**src/rtl/mem_access_pkg.sv**
```systemverilog
// rtl/mem_access_pkg.sv - Shared encodings and alignment helpers for the data-memory access controller
package mem_access_pkg;

   typedef enum logic [1:0] {
      SZ_BYTE = 2'b00,
      SZ_HALF = 2'b01,
      SZ_WORD = 2'b10,
      SZ_RSVD = 2'b11
   } size_e;

   localparam logic OP_LOAD  = 1'b0;
   localparam logic OP_STORE = 1'b1;

   typedef enum logic [2:0] {
      IDLE  = 3'd0,
      LOAD  = 3'd1,
      ST_RD = 3'd2,
      ST_WR = 3'd3,
      RESP  = 3'd4
   } state_e;

   function automatic logic is_misaligned(input logic [1:0] size, input logic [1:0] lane);
      logic mis;
      mis = 1'b0;
      if (size == SZ_HALF) mis = lane[0];
      if (size == SZ_WORD) mis = |lane;
      return mis;
   endfunction

   // Drops the low address bits a half or word access cannot address
   function automatic logic [1:0] align_lane(input logic [1:0] size, input logic [1:0] lane);
      logic [1:0] al;
      al = lane;
      if (size == SZ_HALF) al[0] = 1'b0;
      if (size == SZ_WORD) al = 2'b00;
      return al;
   endfunction

endpackage

```
**src/rtl/mem_access_ctrl_if.sv**
```systemverilog
// rtl/mem_access_ctrl_if.sv - Core request/response and word-memory port bundle with controller/initiator views
interface mem_access_ctrl_if #(
   parameter int DATA_W = 32,
   parameter int ADDR_W = 32
);
   logic              Req;
   logic              Ready;
   logic              Op;
   logic [1:0]        Size;
   logic              Unsigned;
   logic [ADDR_W-1:0] Addr;
   logic [DATA_W-1:0] StoreData;
   logic              Done;
   logic [DATA_W-1:0] LoadData;
   logic              Err;
   logic [ADDR_W-1:0] MemAddress;
   logic [DATA_W-1:0] MemWriteData;
   logic              MemWrite;
   logic              MemRead;
   logic [DATA_W-1:0] MemReadData;

   modport slave (
      input  Req, Op, Size, Unsigned, Addr, StoreData, MemReadData,
      output Ready, Done, LoadData, Err, MemAddress, MemWriteData, MemWrite, MemRead
   );

   modport master (
      output Req, Op, Size, Unsigned, Addr, StoreData, MemReadData,
      input  Ready, Done, LoadData, Err, MemAddress, MemWriteData, MemWrite, MemRead
   );
endinterface

```
**src/rtl/mem_lane_align.sv**
```systemverilog
// rtl/mem_lane_align.sv - Combinational byte-lane extract (loads) and merge (sub-word stores), little-endian
module mem_lane_align
   import mem_access_pkg::*;
#(
   parameter int DATA_W = 32
) (
   input  size_e             size_i,
   input  logic [1:0]        lane_i,
   input  logic              uns_i,
   input  logic [DATA_W-1:0] word_i,
   input  logic [DATA_W-1:0] store_i,
   output logic [DATA_W-1:0] load_o,
   output logic [DATA_W-1:0] merged_o
);

   logic [7:0]  byte_v;
   logic [15:0] half_v;
   logic        sign_v;

   always_comb begin
      byte_v   = word_i[8*lane_i +: 8];
      half_v   = lane_i[1] ? word_i[31:16] : word_i[15:0];
      sign_v   = 1'b0;
      load_o   = word_i;
      merged_o = store_i;
      case (size_i)
         SZ_BYTE: begin
            sign_v   = ~uns_i & byte_v[7];
            load_o   = {{(DATA_W-8){sign_v}}, byte_v};
            merged_o = word_i;
            merged_o[8*lane_i +: 8] = store_i[7:0];
         end
         SZ_HALF: begin
            sign_v   = ~uns_i & half_v[15];
            load_o   = {{(DATA_W-16){sign_v}}, half_v};
            merged_o = word_i;
            merged_o[16*lane_i[1] +: 16] = store_i[15:0];
         end
         default: begin
            load_o   = word_i;
            merged_o = store_i;
         end
      endcase
   end

endmodule

```
**src/rtl/mem_access_ctrl.sv**
```systemverilog
// rtl/mem_access_ctrl.sv - One-at-a-time load/store initiator onto a word-only memory, byte/half via read-modify-write
// Optional MEM_ACCESS_MISALIGN_TRAP_EN: misaligned half/word report Err instead of being forced aligned.
module mem_access_ctrl
   import mem_access_pkg::*;
#(
   parameter int DATA_W = 32,
   parameter int ADDR_W = 32
) (
   input  logic               Clock,
   input  logic               Reset_n,
   mem_access_ctrl_if.slave   bus
);

   state_e            state_q, state_d;
   size_e             size_q;
   logic [1:0]        lane_q;
   logic              uns_q;
   logic [DATA_W-1:0] sdata_q;
   logic              err_q;
   logic [DATA_W-1:0] load_q;
   logic [DATA_W-1:0] wdata_q;
   logic [ADDR_W-1:0] maddr_q;

   logic              accept;
   logic              req_err;
   logic [1:0]        lane_acc;
   logic [DATA_W-1:0] load_ext;
   logic [DATA_W-1:0] merged;

   always_comb begin
      accept = (state_q == IDLE) && bus.Req;
`ifdef MEM_ACCESS_MISALIGN_TRAP_EN
      req_err  = (bus.Size == SZ_RSVD) || is_misaligned(bus.Size, bus.Addr[1:0]);
      lane_acc = bus.Addr[1:0];
`else
      req_err  = (bus.Size == SZ_RSVD);
      lane_acc = align_lane(bus.Size, bus.Addr[1:0]);
`endif
   end

   always_comb begin
      state_d = state_q;
      case (state_q)
         IDLE: begin
            if (accept) begin
               if (req_err)                  state_d = RESP;
               else if (bus.Op == OP_LOAD)   state_d = LOAD;
               else if (bus.Size == SZ_WORD) state_d = ST_WR;
               else                          state_d = ST_RD;
            end
         end
         LOAD:    state_d = RESP;
         ST_RD:   state_d = ST_WR;
         ST_WR:   state_d = RESP;
         RESP:    state_d = IDLE;
         default: state_d = IDLE;
      endcase
   end

   always_ff @(posedge Clock or negedge Reset_n) begin
      if (!Reset_n) begin
         state_q <= IDLE;
      end else begin
         state_q <= state_d;
      end
   end

   always_ff @(posedge Clock or negedge Reset_n) begin
      if (!Reset_n) begin
         size_q  <= SZ_BYTE;
         lane_q  <= 2'b00;
         uns_q   <= 1'b0;
         sdata_q <= '0;
         err_q   <= 1'b0;
      end else if (accept) begin
         size_q  <= size_e'(bus.Size);
         lane_q  <= lane_acc;
         uns_q   <= bus.Unsigned;
         sdata_q <= bus.StoreData;
         err_q   <= req_err;
      end
   end

   // Memory-side registers only move when a real memory access follows, so they hold across errors
   always_ff @(posedge Clock or negedge Reset_n) begin
      if (!Reset_n) begin
         maddr_q <= '0;
         wdata_q <= '0;
         load_q  <= '0;
      end else begin
         if (accept && !req_err)
            maddr_q <= {bus.Addr[ADDR_W-1:2], 2'b00};
         if (accept && !req_err && bus.Op == OP_STORE && bus.Size == SZ_WORD)
            wdata_q <= bus.StoreData;
         else if (state_q == ST_RD)
            wdata_q <= merged;
         if (state_q == LOAD)
            load_q <= load_ext;
      end
   end

   mem_lane_align #(
      .DATA_W (DATA_W)
   ) u_align (
      .size_i   (size_q),
      .lane_i   (lane_q),
      .uns_i    (uns_q),
      .word_i   (bus.MemReadData),
      .store_i  (sdata_q),
      .load_o   (load_ext),
      .merged_o (merged)
   );

   // Strobes decode straight from state so an async reset drops them immediately
   assign bus.Ready        = (state_q == IDLE);
   assign bus.Done         = (state_q == RESP);
   assign bus.Err          = err_q;
   assign bus.LoadData     = load_q;
   assign bus.MemAddress   = maddr_q;
   assign bus.MemWriteData = wdata_q;
   assign bus.MemWrite     = (state_q == ST_WR);
   assign bus.MemRead      = (state_q == LOAD) || (state_q == ST_RD);

endmodule

```
**src/flat_wrapper.sv**
```systemverilog
// flat-port wrapper written by rule: the top's interface ports become plain ports
module mem_access_ctrl_flat import mem_access_pkg::*;
#(
   parameter int DATA_W = 32,
   parameter int ADDR_W = 32
)
  (Clock, Reset_n, bus_Req, bus_Op, bus_Size, bus_Unsigned, bus_Addr, bus_StoreData, bus_MemReadData, bus_Ready, bus_Done, bus_LoadData, bus_Err, bus_MemAddress, bus_MemWriteData, bus_MemWrite, bus_MemRead);
  mem_access_ctrl_if #(.DATA_W(DATA_W), .ADDR_W(ADDR_W)) bus_i ();
  input  logic Clock;
  input  logic Reset_n;
  input wire logic [$bits(bus_i.Req)-1:0] bus_Req;
  input wire logic [$bits(bus_i.Op)-1:0] bus_Op;
  input wire logic [$bits(bus_i.Size)-1:0] bus_Size;
  input wire logic [$bits(bus_i.Unsigned)-1:0] bus_Unsigned;
  input wire logic [$bits(bus_i.Addr)-1:0] bus_Addr;
  input wire logic [$bits(bus_i.StoreData)-1:0] bus_StoreData;
  input wire logic [$bits(bus_i.MemReadData)-1:0] bus_MemReadData;
  output wire logic [$bits(bus_i.Ready)-1:0] bus_Ready;
  output wire logic [$bits(bus_i.Done)-1:0] bus_Done;
  output wire logic [$bits(bus_i.LoadData)-1:0] bus_LoadData;
  output wire logic [$bits(bus_i.Err)-1:0] bus_Err;
  output wire logic [$bits(bus_i.MemAddress)-1:0] bus_MemAddress;
  output wire logic [$bits(bus_i.MemWriteData)-1:0] bus_MemWriteData;
  output wire logic [$bits(bus_i.MemWrite)-1:0] bus_MemWrite;
  output wire logic [$bits(bus_i.MemRead)-1:0] bus_MemRead;
  assign bus_i.Req = bus_Req;
  assign bus_i.Op = bus_Op;
  assign bus_i.Size = bus_Size;
  assign bus_i.Unsigned = bus_Unsigned;
  assign bus_i.Addr = bus_Addr;
  assign bus_i.StoreData = bus_StoreData;
  assign bus_i.MemReadData = bus_MemReadData;
  assign bus_Ready = bus_i.Ready;
  assign bus_Done = bus_i.Done;
  assign bus_LoadData = bus_i.LoadData;
  assign bus_Err = bus_i.Err;
  assign bus_MemAddress = bus_i.MemAddress;
  assign bus_MemWriteData = bus_i.MemWriteData;
  assign bus_MemWrite = bus_i.MemWrite;
  assign bus_MemRead = bus_i.MemRead;
  mem_access_ctrl #(.DATA_W(DATA_W), .ADDR_W(ADDR_W)) u_core (.Clock(Clock), .Reset_n(Reset_n), .bus(bus_i));
endmodule
```
**config.mk**
```make
export PLATFORM = sky130hd
export DESIGN_NAME = mem_access_ctrl_flat
export DESIGN_NICKNAME = d
export VERILOG_FILES = /design/src/rtl/mem_access_pkg.sv /design/src/rtl/mem_access_ctrl_if.sv /design/src/rtl/mem_lane_align.sv /design/src/rtl/mem_access_ctrl.sv /design/src/flat_wrapper.sv
export SDC_FILE = /design/constraint.sdc
export NUM_CORES = 1
export LEC_CHECK = 0
export CAP_MARGIN = 20
export CORE_MARGIN = 2
export CORE_UTILIZATION = 40
export DETAILED_ROUTE_END_ITERATION = 16
export GPL_TIMING_DRIVEN = 0
export PLACE_DENSITY_LB_ADDON = 0.12
export REMOVE_ABC_BUFFERS = 1
export SLEW_MARGIN = 20
export SYNTH_ARGS = -nofsm -noshare
export SYNTH_HDL_FRONTEND = slang
export SYNTH_SLANG_ARGS = --single-unit
```
**constraint.sdc**
```tcl
create_clock -name Clock -period 3.16 [get_ports Clock]
set_input_delay 0.474 -clock Clock [delete_from_list [all_inputs] [get_ports Clock]]
set_output_delay 0.474 -clock Clock [all_outputs]
set_load 0.01 [all_outputs]
```
==> run metrics <==
worst min-delay path class in -> async; YS warnings 0; most common library cell in the layout ignoring fill and taps clkdlybuf4s50_1; DRT Pass-1 Iters 7; CP Cell Sequence or3b_2 -> nand2_1 -> clkdlybuf4s50_1; largest buffer count on any clock path 2; routed len/inst 21.7 µm; grt total ovfl 0; Final Cycle Share between 90% and 100%; clk slew on worst S/H paths roughly 50 ps; CTS Hold Bufs 0; DP Cell Count around 1000; CP arrival 2520 ps; worst skew pair latency about 420 ps; dpl hpwl 15.8 mm; non-filler cells, final 1047; worst setup path category reg -> out; CP Capture Type output port; ys async rst share 100%; first-pass GRT wire length 34.8 mm; Initial Util 41.0%; largest net degree at the start of global routing 70; Tmin final 3000 ps; IO Pins 204; failing checks negative hold slack; cell area after synthesis 6790 µm²; CP max stage delay 820 ps; number of flops mapped to enable cells by yosys 0; CTS buffer count 17; Placed Area 9080 µm²; CTS tree yes; drt drc 0; RSZ-0062 raised after global routing no; Final Power 9900 µW; #FFs+latches synth 135; Max VDD drop 0.523 mV; vias in the first global route 6161; die width 134 µm; Filler cells 1424; gpl congestion ~0.85; final setup fails 0; core footprint approximately 17000 µm²; Fin. Hold Viols 3; GR Util All Layers 25.4%; outcome complete, but fails checks; DIE HEIGHT 134 µm; I/O Buffers around 200; commonest non-fill, non-tap cells in the layout clkdlybuf4s50_1, dfrtp_1, mux2_2; initial antenna violation count 1; # clock sinks 135; Top Family by Delay on Critical Path simple AND/OR/NAND/NOR gates; Post-DRT Antenna Nets 0; max-slew violations 0; Via density 5.87; worst slew pin tran 1100 ps; Max FO, Critical Path 28; CP max stage cell or3b_2; Leak about 0.0039 µW; Area Growth Syn to Fin 41.8%; Max-slew headroom 26.5%; drt total wl 22.7 mm; CTS Root Cell clkbuf_16; drt first-iter violations 803; PD cells 1030 nW/µm²; Layout Nets 925; Peak Freq 0.334 GHz; Syn Area/Cell 10.7 µm²; hold_ws -17.8 ps; standard-cell rows 47; post-route clock skew 6.59 ps; synth unique cells 50; design area 9630 µm²; prevailing post-synth register cell dfrtp_1; routed via count 6141; worst endpoint required time roughly 2700 ps; share of post-route cells with drive strength above 1 15.0%; CTS H-tree lvls 4; register area share after synthesis between 40% and 50%; CP Launch Type flop; CP Buf/Inv Count 1; Die ar. 18000 µm²; max-cap viol count 0; Mapped Cells roughly 630
Yosys cell counts (3+ instances only):
cell type / count / area [µm²]
nand2_1: 49 / 184
and3b_1: 3 / 26.3
buf_2: 18 / 90.1
a22oi_1: 14 / 105
o211ai_1: 8 / 60.1
mux2_2: 60 / 676
nor3_1: 4 / 20.0
o21ai_0: 36 / 180
mux2_1: 4 / 45.0
a21oi_1: 51 / 255
nor2b_1: 9 / 56.3
mux2i_1: 11 / 110
a221o_1: 6 / 60.1
nand2b_1: 7 / 43.8
a221oi_1: 17 / 149
a211o_1: 8 / 70.1
buf_4: 3 / 22.5
nor3b_1: 4 / 30.0
inv_1: 6 / 22.5
buf_1: 4 / 15.0
a22o_1: 16 / 140
dfrtp_1: 135 / 3380
o21ai_1: 6 / 30.0
nand3_1: 33 / 165
nor2_1: 32 / 120
or3b_2: 3 / 26.3
o221ai_1: 5 / 43.8
o22ai_1: 5 / 31.3
and3_1: 11 / 68.8
nor4b_1: 4 / 35.0
ha_1: 5 / 62.6
clkbuf_1: 27 / 101
mux4_2: 8 / 180
sequential cells by signal (all words and copies together) (netlist names):
signal	flops
u_core.uns_q	1
u_core.state_q	3
u_core.bus.Err	1
u_core.bus.MemAddress	30
u_core.bus.LoadData	32
u_core.bus.MemWriteData	32
u_core.lane_q	2
u_core.sdata_q	32
u_core.size_q	2
worst paths after layout:
| check | cells after the start | start | end | slack [ps] |
|---|---|---|---|---|
| min in group Clock | 2 | u_core.bus.MemWriteData[0]$_DFFE_PN0P_ | u_core.bus.MemWriteData[0]$_DFFE_PN0P_ | 490 |
| min | 1 | Reset_n | u_core.sdata_q[16]$_DFFE_PN0N_ | -20 |
| min reg2reg | 2 | u_core.bus.MemWriteData[0]$_DFFE_PN0P_ | u_core.bus.MemWriteData[0]$_DFFE_PN0P_ | 490 |
| max reg2reg | 7 | u_core.lane_q[1]$_DFFE_PN0N_ | u_core.bus.MemWriteData[1]$_DFFE_PN0P_ | 340 |
| max in group asynchronous | 2 | Reset_n | u_core.bus.MemWriteData[25]$_DFFE_PN0P_ | 2440 |
| max | 3 | u_core.state_q[0]$_DFFE_PN0P_ | bus_MemRead | 160 |
report_power, final:
| part | switching [µW] | total (µW) | internal [µW] |
|---|---|---|---|
| Clock | 706 | 1830 | 1120 |
| Sequential | 827 | 3420 | 2590 |
| Combinational | 2160 | 4660 | 2500 |
| Total | 3690 | 9900 | 6200 |
per-stage QoR:
stage                     utilization [%]  worst slack, ps  TNS [ps]
after floorplan                         -             -560    -26270
after detailed placement             54.7            -80.0      -227
after global routing                 58.0             68.7         0
final                                58.1              164         0
after CTS                            58.0              140         0
after global placement               53.4            -3770   -748440
layout make-up:
cell class / count / area, µm² / area share, %
Tap cell: 220 / 275 / 2.86
Timing Repair Buffer: 216 / 2210 / 23.0
Antenna cell: 1 / 2.50 / 0.0260
Multi-Input combinational cell: 441 / 3210 / 33.3
Clock inverter: 5 / 50.0 / 0.520
Inverter: 6 / 22.5 / 0.234
Clock buffer: 23 / 478 / 4.96
Sequential cell: 135 / 3380 / 35.1
layer usage:
layer | track usage, % | vias up | part of all wire, %
met3 | 8.50 | 51 | 12
met1 | 32.2 | 2974 | 38
met5 | 0 | - | 0
li1 | - | 2724 | -
met4 | 11.3 | 0 | 3.4
met2 | 39.6 | 392 | 47
logic make-up (layout without fill, tap and decap cells):
group	after synthesis	in the layout	share of synthesized area [%]
buf+inv	58	250	3.70
flops	135	135	49.7
other cells	1	3	0.0552
simple gates	168	168	12.7
compound gates	183	183	18.0
mux	83	83	14.9
fa+ha+maj	5	5	0.921
repair_timing:
| item | 4_1_cts | 5_1_grt |
|---|---|---|
| hold endpoints to repair | 0 | 0 |
| endpoints found under the setup margin | 7 | 0 |
| setup buffers | 2 | 0 |
| gates resized for setup | 0 | 0 |
(Power assumes the default switching activity.)
==> variant 1, RTL diff (same settings) <==
Build with the macro `MEM_ACCESS_MISALIGN_TRAP_EN` defined.
--- a/src/rtl/mem_access_ctrl.sv
+++ b/src/rtl/mem_access_ctrl.sv
@@ -1,4 +1,6 @@
 // rtl/mem_access_ctrl.sv - One-at-a-time load/store initiator onto a word-only memory, byte/half via read-modify-write
 // Optional MEM_ACCESS_MISALIGN_TRAP_EN: misaligned half/word report Err instead of being forced aligned.
+`define MEM_ACCESS_MISALIGN_TRAP_EN
+
 module mem_access_ctrl
    import mem_access_pkg::*;
Check against the original RTL: not equivalent (Yosys sat finds a counterexample within 4 cycles, from zero or initial values and one cycle with Reset_n low).
==> variant 1 against the unedited design <==
Worst setup slack better by 0.0026 ns; maximum frequency about the same; hold slack better by 0.49 ns; via count up 2.9%; combinational power up 2%; routed wire length up 1.3%; clock power up 20%; synthesized cell count up 15%; total power up 3.6%; design area up 2.6%; clock skew down 0.00072 ns; synthesized area up 3.6%; sequential cell count unchanged; largest cell class unchanged; highest routed layer unchanged.
==> variant 1: results (changes against the unedited design) <==
outcome:
  status: "finished, final reports clean"
global_route:
  grt_pass1_wl_um: 35400  # +1.9%
  grt_start_max_net_pins: 100  # +43%
  grt.total_usage: 0.249  # -0.00546
  grt_pass1_vias: 6265  # +1.7%
  antenna_found_initial: 0  # -1
placement:
  place_worst_setup_slack_ns: 0.102  # +0.182 ns
  gp_congestion: 0.876  # +3.2%
  placed_area_um2: 9220  # +1.6%
  dp.cells: 1110  # +9.3%
clock_network:
  hold_buffers: 1  # +1
  post_cts_buffers: 0  # -2
worst_setup_path:
  worstSetupPathType: "flip-flop to flip-flop"
  arrival_ns: 3.35  # +0.83 ns
  cp_max_fo: 26  # -7.1%
  r2r_end: "u_core.bus.MemWriteData[28]$_DFFE_PN0P_"
  max_stage_delay_ns: 0.75  # -0.07 ns
  crit_path_top_delay_cell: "nor4b_2"
  rrSetupSlack_ns: 0.17  # -0.17 ns
yosys:
  synthTopCellsByArea: "dfrtp_1, nand2_1, mux2_2, mux2i_1, nand3_1"
  synth_mux_area_frac: 0.107  # -0.0418
  synth_top_cells_by_count: "nand2_1, dfrtp_1, nand3_1, o21ai_0, mux2_2"
  seq_area_frac_synth: 0.480  # -0.0173
  synthCells: 729  # +15%
  ys_types: 56  # +12%
  synth_compound_area_frac: 0.155  # -0.0251
final_layout:
  layout-drive-gt1-share: 0.108  # -0.0422
  final_nets: 1013  # +9.5%
  num-fill-cells: 1516  # +6.5%
drt:
  wl_met2_um: 10800  # +0.82%
  avgViaCountPerCell: 5.54  # -5.6%
  wl_per_cell_um: 20.1  # -7.1%
  m1WireLength_um: 10500  # +21%
  dr.pass1.iters: 6  # -1
  met3_length_um: 1380  # -47%
  drt_wl_total_um: 23000  # +1.3%
pwr:
  p_switching_mw: 3.90  # +5.7%
  power.leakage_nw: 4.28  # +8.7%
  ir_drop_v: 0.000715  # +37%
  seq-power_mw: 3.30  # -4%
timing:
  fin_hold_ws_ns: 0.474  # +0.492 ns
  finClkSkew_ns: 0.00587  # -0.000723 ns
variant 1: changes by cell type in the layout (fill, tap and decap cells not counted), moves of 16 or more:
cell and change:
mux2i_1 +17, a21oi_1 -33, nor2_1 -24, a22o_1 -16, mux2_2 -24, nand2_1 +122
variant 1: layer usage:
layer	track usage	vias up
li1	-	2959
met1	0.352	3105
met2	0.383	224
met3	0.0526	34
met4	0.0735	0
met5	0	-
variant 1: tightest hold or removal path: cells and delay by family, from the launching register on:
family	cells	cell delay, ns
flops	1	0.34
simple gates	2	0.10
variant 1: cell type report:
class / instances / area [um2] / area share
clock buffers: 17 / 425 / 0.0431
repair buffers: 211 / 2180 / 0.221
flip-flops and latches: 135 / 3380 / 0.342
well taps: 225 / 282 / 0.0285
multi-input cells: 530 / 3350 / 0.339
clock inverters: 14 / 223 / 0.0225
inverters: 10 / 37.5 / 0.00380
==> variant 2, RTL diff (config.mk and constraints unchanged) <==
Without the edit above. The 5 states of `state_e` get a one-hot encoding in 5 bits.
--- a/src/rtl/mem_access_pkg.sv
+++ b/src/rtl/mem_access_pkg.sv
@@ -12,10 +12,10 @@
    localparam logic OP_STORE = 1'b1;
 
-   typedef enum logic [2:0] {
-      IDLE  = 3'd0,
-      LOAD  = 3'd1,
-      ST_RD = 3'd2,
-      ST_WR = 3'd3,
-      RESP  = 3'd4
+   typedef enum logic [4:0] {
+      IDLE  = 5'b00001,
+      LOAD  = 5'b00010,
+      ST_RD = 5'b00100,
+      ST_WR = 5'b01000,
+      RESP  = 5'b10000
    } state_e;
 
Function: no difference found for any inputs over 4 cycles, from zero or initial values and one cycle with Reset_n low; so few cycles prove little.
==> variant 2 against the unedited design <==
Via count is 0.99% higher; routed wire length is 0.61% higher; sequential cell count is 2 higher; sequential share of layout area is 0.28 points lower; synthesized area is 2.1% higher; total power is 0.36% higher; worst setup slack worse by 0.032 ns; design area is 2.4% higher; count of clock-buffer cells in the layout is 3 lower; non-clock buffer count is 5 lower.
==> variant 2: results (changes against the unedited design) <==
yosys:
  syn_area_per_cell_um2: 10.6  # -1.0%
  synthArstFlopShare: 1.00  # unchanged
  ys.flop_type: "dfrtp_1"
  seq_area_frac_synth: 0.495  # -0.00283
  synth_top_cells_by_count: "dfrtp_1, nand2_1, mux2_2"
  ys_types: 54  # +8.0%
  synthTopCellsByArea: "dfrtp_1, mux2_2, nand2_1, nand3_1, a221o_1"
drt:
  vias: 6202  # +0.99%
  highest_layer: "met4"
  wl_per_cell_um: 21.4  # -1.5%
  m1WireLength_um: 9340  # +8.1%
  drtIter0Drc: 429  # -47%
  avgViaCountPerCell: 5.80  # -1.1%
  met3_length_um: 1970  # -25%
  wl_met2_um: 11100  # +4.2%
  dr.pass1.iters: 6  # -1
worst_setup_path:
  arrival_ns: 3.37  # +0.85 ns
  worstSetupPathType: "flip-flop to flip-flop"
  r2r_end: "u_core.bus.MemWriteData[6]$_DFFE_PN0P_"
  rrSetupSlack_ns: 0.13  # -0.21 ns
  cp-startpoint: "u_core.lane_q[0]$_DFFE_PN0N_"
  cp_max_fo: 15  # -46%
  rr_worst_depth: 6  # -1
final_layout:
  final_nets: 940  # +1.6%
  layout-drive-gt1-share: 0.152  # +0.00154
  num-fill-cells: 1466  # +2.9%
  diodes: 0  # -1
placement:
  dp.cells: 1034  # +1.8%
  gp_congestion: 0.875  # +3.1%
  post-dp-hpwl_um: 16100  # +2.4%
global_route:
  grt_pass1_wl_um: 35400  # +1.7%
  grtUsageMet2: 0.406  # +0.0100
  met1_usage: 0.329  # +0.00723
  use_met3: 0.0786  # -0.00647
  grt_start_max_net_pins: 94  # +34%
  antenna_found_initial: 0  # -1
timing:
  finClkSkew_ns: 0.0119  # +0.00530 ns
  worst_pin_slew_ns: 1.05  # -0.0552 ns
worst_hold_path:
  hold_class: "flip-flop to flip-flop"
  min_to: "u_core.bus.LoadData[7]$_DFFE_PN0N_"
  min_from: "u_core.bus.LoadData[7]$_DFFE_PN0N_"
pwr:
  ir_drop_v: 0.000430  # -18%
  power.leakage_nw: 3.95  # +0.39%
outcome:
  status: "finished, final reports clean"
variant 2: cell types whose count changed after synthesis, sizes merged, moves of 14 or more:
cell,unedited run,this run
nand2,49,64
a31oi,2,25
nor3,5,19
a22oi,14,0
a21oi,51,14
o21ai,42,16
variant 2: repair_timing:
item,in CTS,in global routing
hold buffers,1,0
setup endpoints to repair,10,18
endpoints found under the hold margin,44,0
pin swaps,0,1
gates resized for setup,3,3
buffers inserted,0,2
gates cloned,0,1
variant 2: cells by family after synthesis:
family / Yosys count / synth area share
compound gates: 153 / 0.167
fa+ha+maj: 5 / 0.00902
buf+inv: 70 / 0.0444
flops: 137 / 0.495
mux: 74 / 0.129
other cells: 1 / 0.000541
simple gates: 213 / 0.155
variant 2: stage by stage:
stage	hold slack, ns	instance area (um2)	setup TNS [ns]	setup slack [ns]
detailed placement	0.389	9150	-4.53	-0.298
global route	0.515	9860	0	0.00857
global placement	0.475	8990	-652.58	-3.89
CTS	0.491	9810	0	0.108
finish	0.484	9860	0	0.132
floorplan	0.178	6690	-13.47	-0.474
variant 2: cell type report:
cell class                 count  area, um2  area share
sequential                   137       3430       0.348
multi-input combinational    448       3260       0.330
timing repair buffer         211       2190       0.222
clock buffer                  20        467      0.0473
tap                          225        282      0.0285
clock inverter                11        170      0.0173
inverter                      17       65.1     0.00660
variant 2: critical path: stages, from the launching register on:
cell and delay [ns]:
dfrtp_1 0.74, clkinv_2 0.36, ha_1 0.39, nor2b_1 0.16
nor3_1 0.78, a221oi_1 0.26, nor3_1 0.23
variant 2: where the power goes:
group | internal [mW] | total (mW) | switching (mW) | leakage, nW
clock network | 1.38 | 2.15 | 0.772 | 0.304
registers | 2.64 | 3.41 | 0.770 | 1.63
logic | 2.40 | 4.37 | 1.97 | 2.02
